### config.mk
export PLATFORM = sky130hd
export DESIGN_NAME = mult_share_arb
export DESIGN_NICKNAME = d
export VERILOG_FILES = /design/src/rtl/mult_share_arb.sv
export SDC_FILE = /design/constraint.sdc
export NUM_CORES = 1
export LEC_CHECK = 0
export CAP_MARGIN = 20
export CELL_PAD_IN_SITES_DETAIL_PLACEMENT = 0
export CELL_PAD_IN_SITES_GLOBAL_PLACEMENT = 1
export CORE_MARGIN = 2
export CORE_UTILIZATION = 29
export CTS_CLUSTER_DIAMETER = 30
export DETAILED_ROUTE_END_ITERATION = 12
export PLACE_DENSITY = 0.82
export SLEW_MARGIN = 20
export SYNTH_ARGS = -nofsm -noshare
export SYNTH_HDL_FRONTEND = slang
export SYNTH_SLANG_ARGS = --single-unit
### constraint.sdc
create_clock -name clk -period 4 [get_ports clk]
set_clock_uncertainty 0.05 [all_clocks]
set_input_delay 0.8 -clock clk [delete_from_list [all_inputs] [get_ports clk]]
set_output_delay 0.8 -clock clk [all_outputs]
set_load 0.02 [all_outputs]
### src/rtl/mult_share_arb.sv
// Round-robin arbiter that time-shares one signed 8-bit multiplier among NREQ requesters
// and returns each product over a per-requester valid/ready response channel.
module mult_share_arb #(
  parameter int unsigned NREQ     = 4,
  parameter int unsigned MULT_LAT = 2,
  parameter int unsigned IDW      = 2
) (
  input  logic                clk,
  input  logic                rst,
  input  logic [NREQ-1:0]     req_valid,
  output logic [NREQ-1:0]     req_ready,
  input  logic [8*NREQ-1:0]   req_a,
  input  logic [8*NREQ-1:0]   req_b,
  output logic [NREQ-1:0]     rsp_valid,
  input  logic [NREQ-1:0]     rsp_ready,
  output logic [7:0]          rsp_data,
  output logic [IDW-1:0]      rsp_id,
  output logic [7:0]          mult_a,
  output logic [7:0]          mult_b,
  input  logic [7:0]          mult_res,
  output logic                busy
);

  localparam logic [1:0] IDLE = 2'd0;
  localparam logic [1:0] BUSY = 2'd1;
  localparam logic [1:0] CAPT = 2'd2;
  localparam logic [1:0] RESP = 2'd3;

  localparam int unsigned CW = $clog2(MULT_LAT + 1);

  logic [1:0]      state_q, state_d;
  logic [IDW-1:0]  rr_ptr_q, rr_ptr_d;
  logic [CW-1:0]   cnt_q, cnt_d;
  logic [NREQ-1:0] rsp_valid_q, rsp_valid_d;
  logic [7:0]      rsp_data_q, rsp_data_d;
  logic [IDW-1:0]  rsp_id_q, rsp_id_d;
  logic [7:0]      mult_a_q, mult_a_d;
  logic [7:0]      mult_b_q, mult_b_d;

  logic            gnt_found;
  logic [IDW-1:0]  gnt_idx;
  logic [IDW-1:0]  sc_idx;
  int unsigned     scan;
  logic [7:0]      sel_a, sel_b;

  // Scan from the requester after the last winner, wrapping, and take the first valid one.
  always_comb begin
    gnt_found = 1'b0;
    gnt_idx   = '0;
    scan      = 0;
    sc_idx    = '0;
    for (int unsigned i = 1; i <= NREQ; i++) begin
      scan = 32'(rr_ptr_q) + i;
      if (scan >= NREQ) scan = scan - NREQ;
      sc_idx = scan[IDW-1:0];
      if (!gnt_found && req_valid[sc_idx]) begin
        gnt_found = 1'b1;
        gnt_idx   = sc_idx;
      end
    end
  end

  always_comb begin
    sel_a = '0;
    sel_b = '0;
    for (int unsigned k = 0; k < NREQ; k++) begin
      if (gnt_idx == IDW'(k)) begin
        sel_a = req_a[8*k +: 8];
        sel_b = req_b[8*k +: 8];
      end
    end
  end

  always_comb begin
    req_ready = '0;
    if (!rst && state_q == IDLE && gnt_found) req_ready = NREQ'(1) << gnt_idx;
  end

  always_comb begin
    state_d     = state_q;
    rr_ptr_d    = rr_ptr_q;
    cnt_d       = cnt_q;
    rsp_valid_d = rsp_valid_q;
    rsp_data_d  = rsp_data_q;
    rsp_id_d    = rsp_id_q;
    mult_a_d    = mult_a_q;
    mult_b_d    = mult_b_q;
    unique case (state_q)
      IDLE: begin
        if (gnt_found) begin
          mult_a_d = sel_a;
          mult_b_d = sel_b;
          rsp_id_d = gnt_idx;
          rr_ptr_d = gnt_idx;
          cnt_d    = '0;
          state_d  = BUSY;
        end
      end
      BUSY: begin
        cnt_d = cnt_q + CW'(1);
        if (cnt_q == CW'(MULT_LAT - 1)) state_d = CAPT;
      end
      CAPT: begin
        rsp_data_d            = mult_res;
        rsp_valid_d           = '0;
        rsp_valid_d[rsp_id_q] = 1'b1;
        state_d               = RESP;
      end
      RESP: begin
        // Only the owner's ready retires the response.
        if (rsp_ready[rsp_id_q]) begin
          rsp_valid_d = '0;
          state_d     = IDLE;
        end
      end
      default: state_d = IDLE;
    endcase
  end

  always_ff @(posedge clk) begin
    if (rst) begin
      state_q     <= IDLE;
      rr_ptr_q    <= IDW'(NREQ - 1);
      cnt_q       <= '0;
      rsp_valid_q <= '0;
      rsp_data_q  <= '0;
      rsp_id_q    <= '0;
      mult_a_q    <= '0;
      mult_b_q    <= '0;
    end else begin
      state_q     <= state_d;
      rr_ptr_q    <= rr_ptr_d;
      cnt_q       <= cnt_d;
      rsp_valid_q <= rsp_valid_d;
      rsp_data_q  <= rsp_data_d;
      rsp_id_q    <= rsp_id_d;
      mult_a_q    <= mult_a_d;
      mult_b_q    <= mult_b_d;
    end
  end

  assign rsp_valid = rsp_valid_q;
  assign rsp_data  = rsp_data_q;
  assign rsp_id    = rsp_id_q;
  assign mult_a    = mult_a_q;
  assign mult_b    = mult_b_q;
  assign busy      = (state_q != IDLE);

endmodule

==> results of run 1 <==
placed cells by master, fill, tap and decap left out, types with 2 or more instances in the layout:
| cell type | count |
|---|---|
| clkdlybuf4s50_1 | 116 |
| dfxtp_1 | 36 |
| mux2i_1 | 26 |
| nand2_1 | 23 |
| nor2_1 | 22 |
| and4_1 | 15 |
| o31a_1 | 15 |
| o211ai_1 | 15 |
| o21ai_1 | 11 |
| buf_4 | 10 |
| inv_1 | 7 |
| o21ai_0 | 7 |
| a21oi_1 | 7 |
| ha_1 | 6 |
| clkbuf_8 | 5 |
| nor2b_1 | 4 |
| nand2b_1 | 3 |
| nand3b_1 | 3 |
| nor3_1 | 3 |
| o221ai_1 | 2 |
| o21a_1 | 2 |
| a22oi_1 | 2 |
per-stage QoR:
stage               worst slack, ns  hold WS, ns
finish                       0.2391       0.4082
floorplan                     1.140       0.3863
CTS                          0.1986       0.4152
global placement             0.2421       0.3944
global route                0.07015       0.4592
detailed placement           0.2035       0.4040
layout make-up:
class / instances / area share (%)
Tap cell: 96 / 3.450
Timing Repair Buffer: 126 / 35.50
Inverter: 7 / 0.7546
Sequential cell: 36 / 20.70
Clock buffer: 5 / 1.976
Multi-Input combinational cell: 179 / 36.40
Clock inverter: 3 / 1.222
flip-flops by register name, summed over array words and instances (netlist names):
signal / count
rsp_id: 2
rsp_data: 8
mult_a: 8
mult_b: 8
rr_ptr_q: 2
cnt_q: 2
state_q: 2
rsp_valid: 4
worst max-delay path, stage by stage:
cell	delay, ns
clkdlybuf4s50_1	0.48
or3b_1	0.36
o221a_2	0.16
nor4_4	0.30
inv_1	0.10
nor2_1	0.10
clkdlybuf4s50_1	0.61
logic make-up after synthesis:
logic type                 Yosys count  share of synthesized area [%]
muxes                               27                          13.61
adders and majority gates            6                          3.612
and+or+nand+nor                     79                          21.25
AOI/OAI and AO/OA                   67                          22.34
DFF                                 36                          34.68
buffers and inverters               21                          4.515
where the power goes:
part	internal, mW	leakage [nW]	switching, mW
clock	0.184	0.0541	0.137
sequential	0.481	0.295	0.0930
combinational	0.498	0.920	0.519
total	1.16	1.27	0.749
per-layer routing:
metal,GRT usage [%],up-vias,part of all wire [%]
met5,0,-,0
met4,5.372,0,1.8
met3,6.157,9,8.3
met2,29.04,88,47
met1,19.05,1015,43
li1,-,1112,-
worst min path at each step:
stage               cells after the start  endpoint     start  slack [ns]
floorplan                               2  cnt_q[1]  cnt_q[1]        0.39
global placement                        2  cnt_q[1]  cnt_q[1]        0.39
detailed placement                      2  cnt_q[1]  cnt_q[1]        0.40
CTS                                     2  cnt_q[1]  cnt_q[1]        0.42
global route                            2  cnt_q[1]  cnt_q[1]        0.46
finish                                  2  cnt_q[1]  cnt_q[1]        0.41
==> impl_metrics.json, run 1 <==
{
  "drv_cap": 0,
  "report.power.total_mw": 1.913,
  "register_area_um2": 720.7,
  "finalMaxSlewViolations": 0,
  "yosys_warnings": 0,
  "rr_worst_depth": 7,
  "async_flop_share_pct": 0,
  "setup_viol": 0,
  "diodes": 0,
  "overflow": 0,
  "crit_type": "primary input to output pin",
  "period_needed_ns": 3.761,
  "wl_per_cell_um": 14.60,
  "insertion_delay_ns": 0.28,
  "yosys-top-cells-count": "dfxtp_1, mux2i_1, nand2_1",
  "fin_crit_sh_pct": 94.02,
  "syn_area_mm2": 0.002078,
  "multiInputGateArea_mm2": 0.001267,
  "viasPerCell": 4.920,
  "cts_root_buf": "clkbuf_8",
  "final-instance-count-excl-fill": 452,
  "routed_wirelength_um": 6600,
  "place_area_mm2": 0.003371,
  "synth.area.top_cells": "dfxtp_1, mux2i_1, and4_1, o31a_1, o211ai_1",
  "ys_seq_area_share_pct": 34.68,
  "ant_nets": 0,
  "io_pins": 117,
  "ys.flop_type": "dfxtp_1",
  "tightest_slew_ns": 0.7211,
  "ctsHoldBuffers": 0,
  "cp-endpoint": "req_ready[0]",
  "synth-seq-cells": 36,
  "worst_ep_required_time_ns": 3.15,
  "grtUsageTotal_pct": 16.75,
  "max_slew_margin_pct": 51.88,
  "fin_util_pct": 50.69,
  "worstPathArrival_ns": 2.91,
  "ys_types": 35,
  "synth_top_area_share_pct": 34.68,
  "die_area_mm2": 0.007860,
  "htreeDepth": 2,
  "setup_tns_ns": 0,
  "crit_path_start": "req_valid[1]",
  "max_freq_mhz": 265.9,
  "clkTransAtPathRegs_ns": 0.07,
  "syn_nets": 324,
  "min-delay-path-class": "register to register",
  "grt_max_degree": 19,
  "nNetsFinal": 443,
  "ir_drop_mv": 0.2609,
  "hpwlAfterDp_um": 5126,
  "ctsResizeCount": 0,
  "end_kind": "output pin",
  "syn2layout_area_growth_pct": 67.55,
  "antenna_found_initial": 0,
  "drive_above_1_share_pct": 6.742,
  "hold_viol": 0,
  "coreArea_mm2": 0.006869,
  "final_area_mm2": 0.003482,
  "cts_setup_buffers": 0,
  "num-fill-cells": 652,
  "numCtsBuffers": 5,
  "dp_cells": 444,
  "drcViolationCount": 0,
  "synth_most_common_cell": "dfxtp_1",
  "clockBufferDepth": 2,
  "r2r_slack_ns": 2.00,
  "r2r_end": "mult_a[5]",
  "first_iter_violations": 49,
  "io_buffers": 116,
  "path_max_fanout": 3,
  "first_global_vias": 2169,
  "fp.dieW_um": 88.66,
  "die_h_um": 88.66,
  "gp_congestion": 0.8074,
  "cp-start-kind": "primary input",
  "synth_top_area_cell": "dfxtp_1",
  "rsz0062_at_grt": "no",
  "power.density_mw_per_mm2": 549.3,
  "postSynthCellCount": 236,
  "firstDrtPassIters": 4,
  "clkSinkCount": 36,
  "p_leak_nw": 1.269,
  "grt_pass1_wl_um": 10210,
  "synth_edf_count": 0,
  "initial_utilization_pct": 30.26,
  "outcome": "finished, final reports clean",
  "vias": 2224,
  "syn_avg_cell_area_um2": 8.806,
  "r2r_start": "state_q[0]",
  "cts_tree": "done",
  "floorplan.rows": 30
}
(Power assumes the default switching activity.)
==> run 2, diff against run 1 <==
- CORE_UTILIZATION: 29 -> 27
- PLACE_DENSITY: 0.82 -> 0.76
- clock period: 4 -> 3.9 ns (I/O delays scaled with it)
==> impl_metrics.json, run 2 (synthesized netlist as in run 1, its figures left out) <==
{
  "die_area_mm2": 0.008415,
  "min_path_cells": 2,
  "cts_setup_buffers": 0,
  "max_freq_mhz": 268.0,
  "numCtsBuffers": 5,
  "diodes": 0,
  "first_iter_violations": 39,
  "io_buffers": 116,
  "clkSinkCount": 36,
  "min-delay-path-class": "register to register",
  "wl_per_cell_um": 15.34,
  "ant_nets": 0,
  "ir_drop_mv": 0.2487,
  "viasPerCell": 4.884,
  "combPwrFrac_pct": 53.6,
  "finalMaxSlewViolations": 0,
  "cp-start-kind": "primary input",
  "layout_setup_ws_ns": 0.1688,
  "overflow": 0,
  "fin_crit_sh_pct": 95.67,
  "min_from": "cnt_q[1]",
  "final_common_cell": "clkdlybuf4s50_1",
  "grt_max_degree": 20,
  "syn2layout_area_growth_pct": 68.75,
  "drive_above_1_share_pct": 7.242,
  "power.density_mw_per_mm2": 565.4,
  "setup_tns_ns": 0,
  "first_global_vias": 2152,
  "die_h_um": 91.74,
  "end_kind": "output pin",
  "initial_utilization_pct": 28.20,
  "tightest_slew_ns": 0.5870,
  "nNetsFinal": 446,
  "gp_congestion": 0.8415,
  "clockBufferDepth": 2,
  "path_max_fanout": 6,
  "swShare_pct": 39.44,
  "rsz0062_at_grt": "no",
  "power_frac_clock_pct": 16.9,
  "coreArea_mm2": 0.007370,
  "setup_viol": 0,
  "ctsHoldBuffers": 0,
  "firstDrtPassIters": 4,
  "internal-power_mw": 1.201,
  "power_frac_seq_pct": 29.4,
  "ctsResizeCount": 0,
  "max_slew_margin_pct": 60.86,
  "worstPathArrival_ns": 2.90,
  "outcome": "finished, final reports clean",
  "clkTransAtPathRegs_ns": 0.08,
  "r2r_start": "state_q[0]",
  "hold_viol": 0,
  "routed_wirelength_um": 7026,
  "htreeDepth": 2,
  "layout_common_cells": "clkdlybuf4s50_1, dfxtp_1, mux2i_1",
  "fp.dieW_um": 91.74,
  "p_leak_nw": 1.301,
  "io_pins": 117,
  "place_ws_ns": 0.1018,
  "vias": 2237,
  "grt_pass1_wl_um": 10850,
  "crit_path_start": "req_valid[3]",
  "worst_ep_required_time_ns": 3.07,
  "rr_worst_depth": 8,
  "cts_tree": "done",
  "hpwlAfterDp_um": 5321,
  "period_needed_ns": 3.731,
  "worst_hold_slack_ns": 0.4076,
  "net-switching-power_uw": 782.1,
  "antenna_found_initial": 0,
  "grtUsageTotal_pct": 16.10,
  "cts_root_buf": "clkbuf_8",
  "insertion_delay_ns": 0.29,
  "crit_type": "primary input to output pin",
  "drcViolationCount": 0,
  "floorplan.rows": 31,
  "drv_cap": 0
}
[run 2: cell count changes in the layout (fill, tap and decap cells not counted), sizes merged]
cell / change
buf: +3
dlymetal6s2s: +1
clkdlybuf4s50: -1
[run 2: worst max-delay path, cell delays in order]
cell and delay [ns]:
clkdlybuf4s50_1 0.51, nor2b_1 0.21, o221a_2 0.30, nor4_4 0.30, and2_1 0.17, clkdlybuf4s50_1 0.63
[run 2: metal layers]
layer  GRT usage (%)  wire length [um]  up-vias
met4           4.104                59        0
met2           26.90              3335       91
met5               0                 0        -
met1           20.28              3101     1020
li1                -                 -     1118
met3           4.766               530        8
[run 2: power by group through the flow]
stage          Combinational [mW]  Sequential (mW)  Clock (mW)
2_1_floorplan               0.485            0.700           0
3_5_place_dp                 1.07            0.589           0
3_3_place_gp                 1.06            0.586           0
5_1_grt                      1.15            0.603       0.361
4_1_cts                      1.08            0.583       0.345
6_report                     1.06            0.584       0.335
[run 2: cell type report]
class / instances / area, um2
timing repair buffer: 129 / 1261
inverter: 7 / 26.28
fill: 714 / 3862
clock inverter: 3 / 42.54
multi-input combinational: 179 / 1264
tap: 99 / 123.9
clock buffer: 5 / 68.82
sequential: 36 / 720.7
[run 2: path summary, 6_finish.rpt]
check / endpoint / slack (ns)
setup reg to reg: mult_b[7] / 1.89
hold reg to reg: cnt_q[1] / 0.41
hold / removal: cnt_q[1] / 0.41
setup / recovery: req_ready[1] / 0.17
[run 2: through the flow]
stage	area (um2)	power [mW]	util, %	cells
after CTS	3505	2.005	47.56	458
final	3507	1.983	47.59	458
after global routing	3507	2.110	47.59	458
after global placement	3393	1.650	46.04	450
after detailed placement	3393	1.662	46.04	450
after floorplan	2078	1.185	-	236
==> run 3, diff against run 2 <==
- CORE_UTILIZATION: 27 -> 28
- CTS_BUF_LIST: unset -> sky130_fd_sc_hd__clkbuf_4 sky130_fd_sc_hd__clkbuf_8
- PLACE_DENSITY: 0.76 -> 0.79
==> impl_metrics.json, run 3 (synthesized netlist as in run 1, its figures left out) <==
{
  "cp-start-kind": "primary input",
  "p_leak_nw": 1.309,
  "report.power.total_mw": 1.962,
  "grt_pass1_wl_um": 11250,
  "place_ws_ns": 0.06163,
  "first_global_vias": 2344,
  "fin_crit_sh_pct": 95.17,
  "power.density_mw_per_mm2": 561.5,
  "cts_tree": "done",
  "drive_above_1_share_pct": 6.723,
  "insertion_delay_ns": 0.28,
  "period_needed_ns": 3.712,
  "ctsHoldBuffers": 0,
  "register_area_um2": 720.7,
  "floorplan.rows": 31,
  "path_max_fanout": 6,
  "worstPathArrival_ns": 2.88,
  "first_iter_violations": 67,
  "ant_nets": 0,
  "diodes": 0,
  "max_freq_mhz": 269.4,
  "drcViolationCount": 0,
  "final_common_cell": "clkdlybuf4s50_1",
  "rsz0062_at_grt": "no",
  "io_buffers": 116,
  "grt_max_degree": 21,
  "drv_cap": 0,
  "vias": 2244,
  "outcome": "finished, final reports clean",
  "antenna_found_initial": 0,
  "ir_drop_mv": 0.2073,
  "wl_per_cell_um": 15.04,
  "setup_tns_ns": 0,
  "hold_viol": 0,
  "tightest_slew_ns": 0.7360,
  "clockBufferDepth": 2,
  "max_slew_margin_pct": 50.88,
  "crit_type": "primary input to output pin",
  "num-fill-cells": 714,
  "cts_root_buf": "clkbuf_8",
  "nNetsFinal": 444,
  "grtUsageTotal_pct": 17.06,
  "clkTransAtPathRegs_ns": 0.07,
  "firstDrtPassIters": 4,
  "layout_common_cells": "clkdlybuf4s50_1, dfxtp_1, mux2i_1",
  "min-delay-path-class": "register to register",
  "syn2layout_area_growth_pct": 68.15,
  "setup_viol": 0,
  "layout_setup_ws_ns": 0.1884,
  "finalMaxSlewViolations": 0,
  "io_pins": 117,
  "multiInputGateArea_mm2": 0.001264,
  "gp_congestion": 0.8865,
  "numCtsBuffers": 5,
  "viasPerCell": 4.921,
  "clkSinkCount": 36,
  "die_area_mm2": 0.008127,
  "worst_ep_required_time_ns": 3.07,
  "coreArea_mm2": 0.007214,
  "routed_wirelength_um": 6860,
  "overflow": 0,
  "htreeDepth": 2,
  "hpwlAfterDp_um": 5297,
  "fp.dieW_um": 90.15,
  "die_h_um": 90.15,
  "initial_utilization_pct": 28.81,
  "end_kind": "output pin"
}
run 3: metrics by stage:
stage,hold slack (ns),utilization (%),instances,instance area (um2)
after global placement,0.3935,46.83,448,3378
final,0.4104,48.44,456,3495
after CTS,0.4136,48.37,456,3490
after detailed placement,0.4027,46.83,448,3378
after global routing,0.4350,48.44,456,3495
after floorplan,0.3863,-,236,2078
run 3: worst paths after layout:
check | from | endpoint | slack [ns] | cells after the start
worst max-delay path | req_valid[3] | req_ready[2] | 0.19 | 6
worst min register to register | cnt_q[1] | cnt_q[1] | 0.41 | 2
worst max register to register | state_q[0] | mult_b[2] | 1.86 | 7
worst min-delay path | cnt_q[1] | cnt_q[1] | 0.41 | 2
run 3: power breakdown:
| group | internal [mW] | leakage, nW | switching [mW] |
|---|---|---|---|
| Sequential | 0.493 | 0.295 | 0.0935 |
| Clock | 0.189 | 0.0541 | 0.139 |
| Combinational | 0.512 | 0.960 | 0.535 |
| Total | 1.19 | 1.31 | 0.768 |
run 3: what timing repair did:
action	in CTS	in global routing
gates resized for setup	0	2
setup buffers	0	0
endpoints found under the setup margin	0	2
endpoints found under the hold margin	0	0
run 3: layer usage:
layer	global-route usage, %	up-vias	share of wire (%)
li1	-	1113	-
met1	19.96	1018	43
met2	27.88	99	45
met3	6.873	14	9.3
met4	6.667	0	2.6
met5	0	-	0
run 3: final cells by class:
| cell class | instances | share of cell area (%) |
|---|---|---|
| multi-input cells | 179 | 36.16 |
| clock buffers | 5 | 1.969 |
| flip-flops and latches | 36 | 20.62 |
| inverters | 7 | 0.7519 |
| repair buffers | 127 | 35.73 |
| well taps | 99 | 3.545 |
| clock inverters | 3 | 1.217 |
run 3: critical path: stages:
cell and delay, ns:
clkdlybuf4s50_1 0.59, nor2b_1 0.25, o221a_2 0.28, nand3b_1 0.16
nor2_1 0.19, clkdlybuf4s50_1 0.63
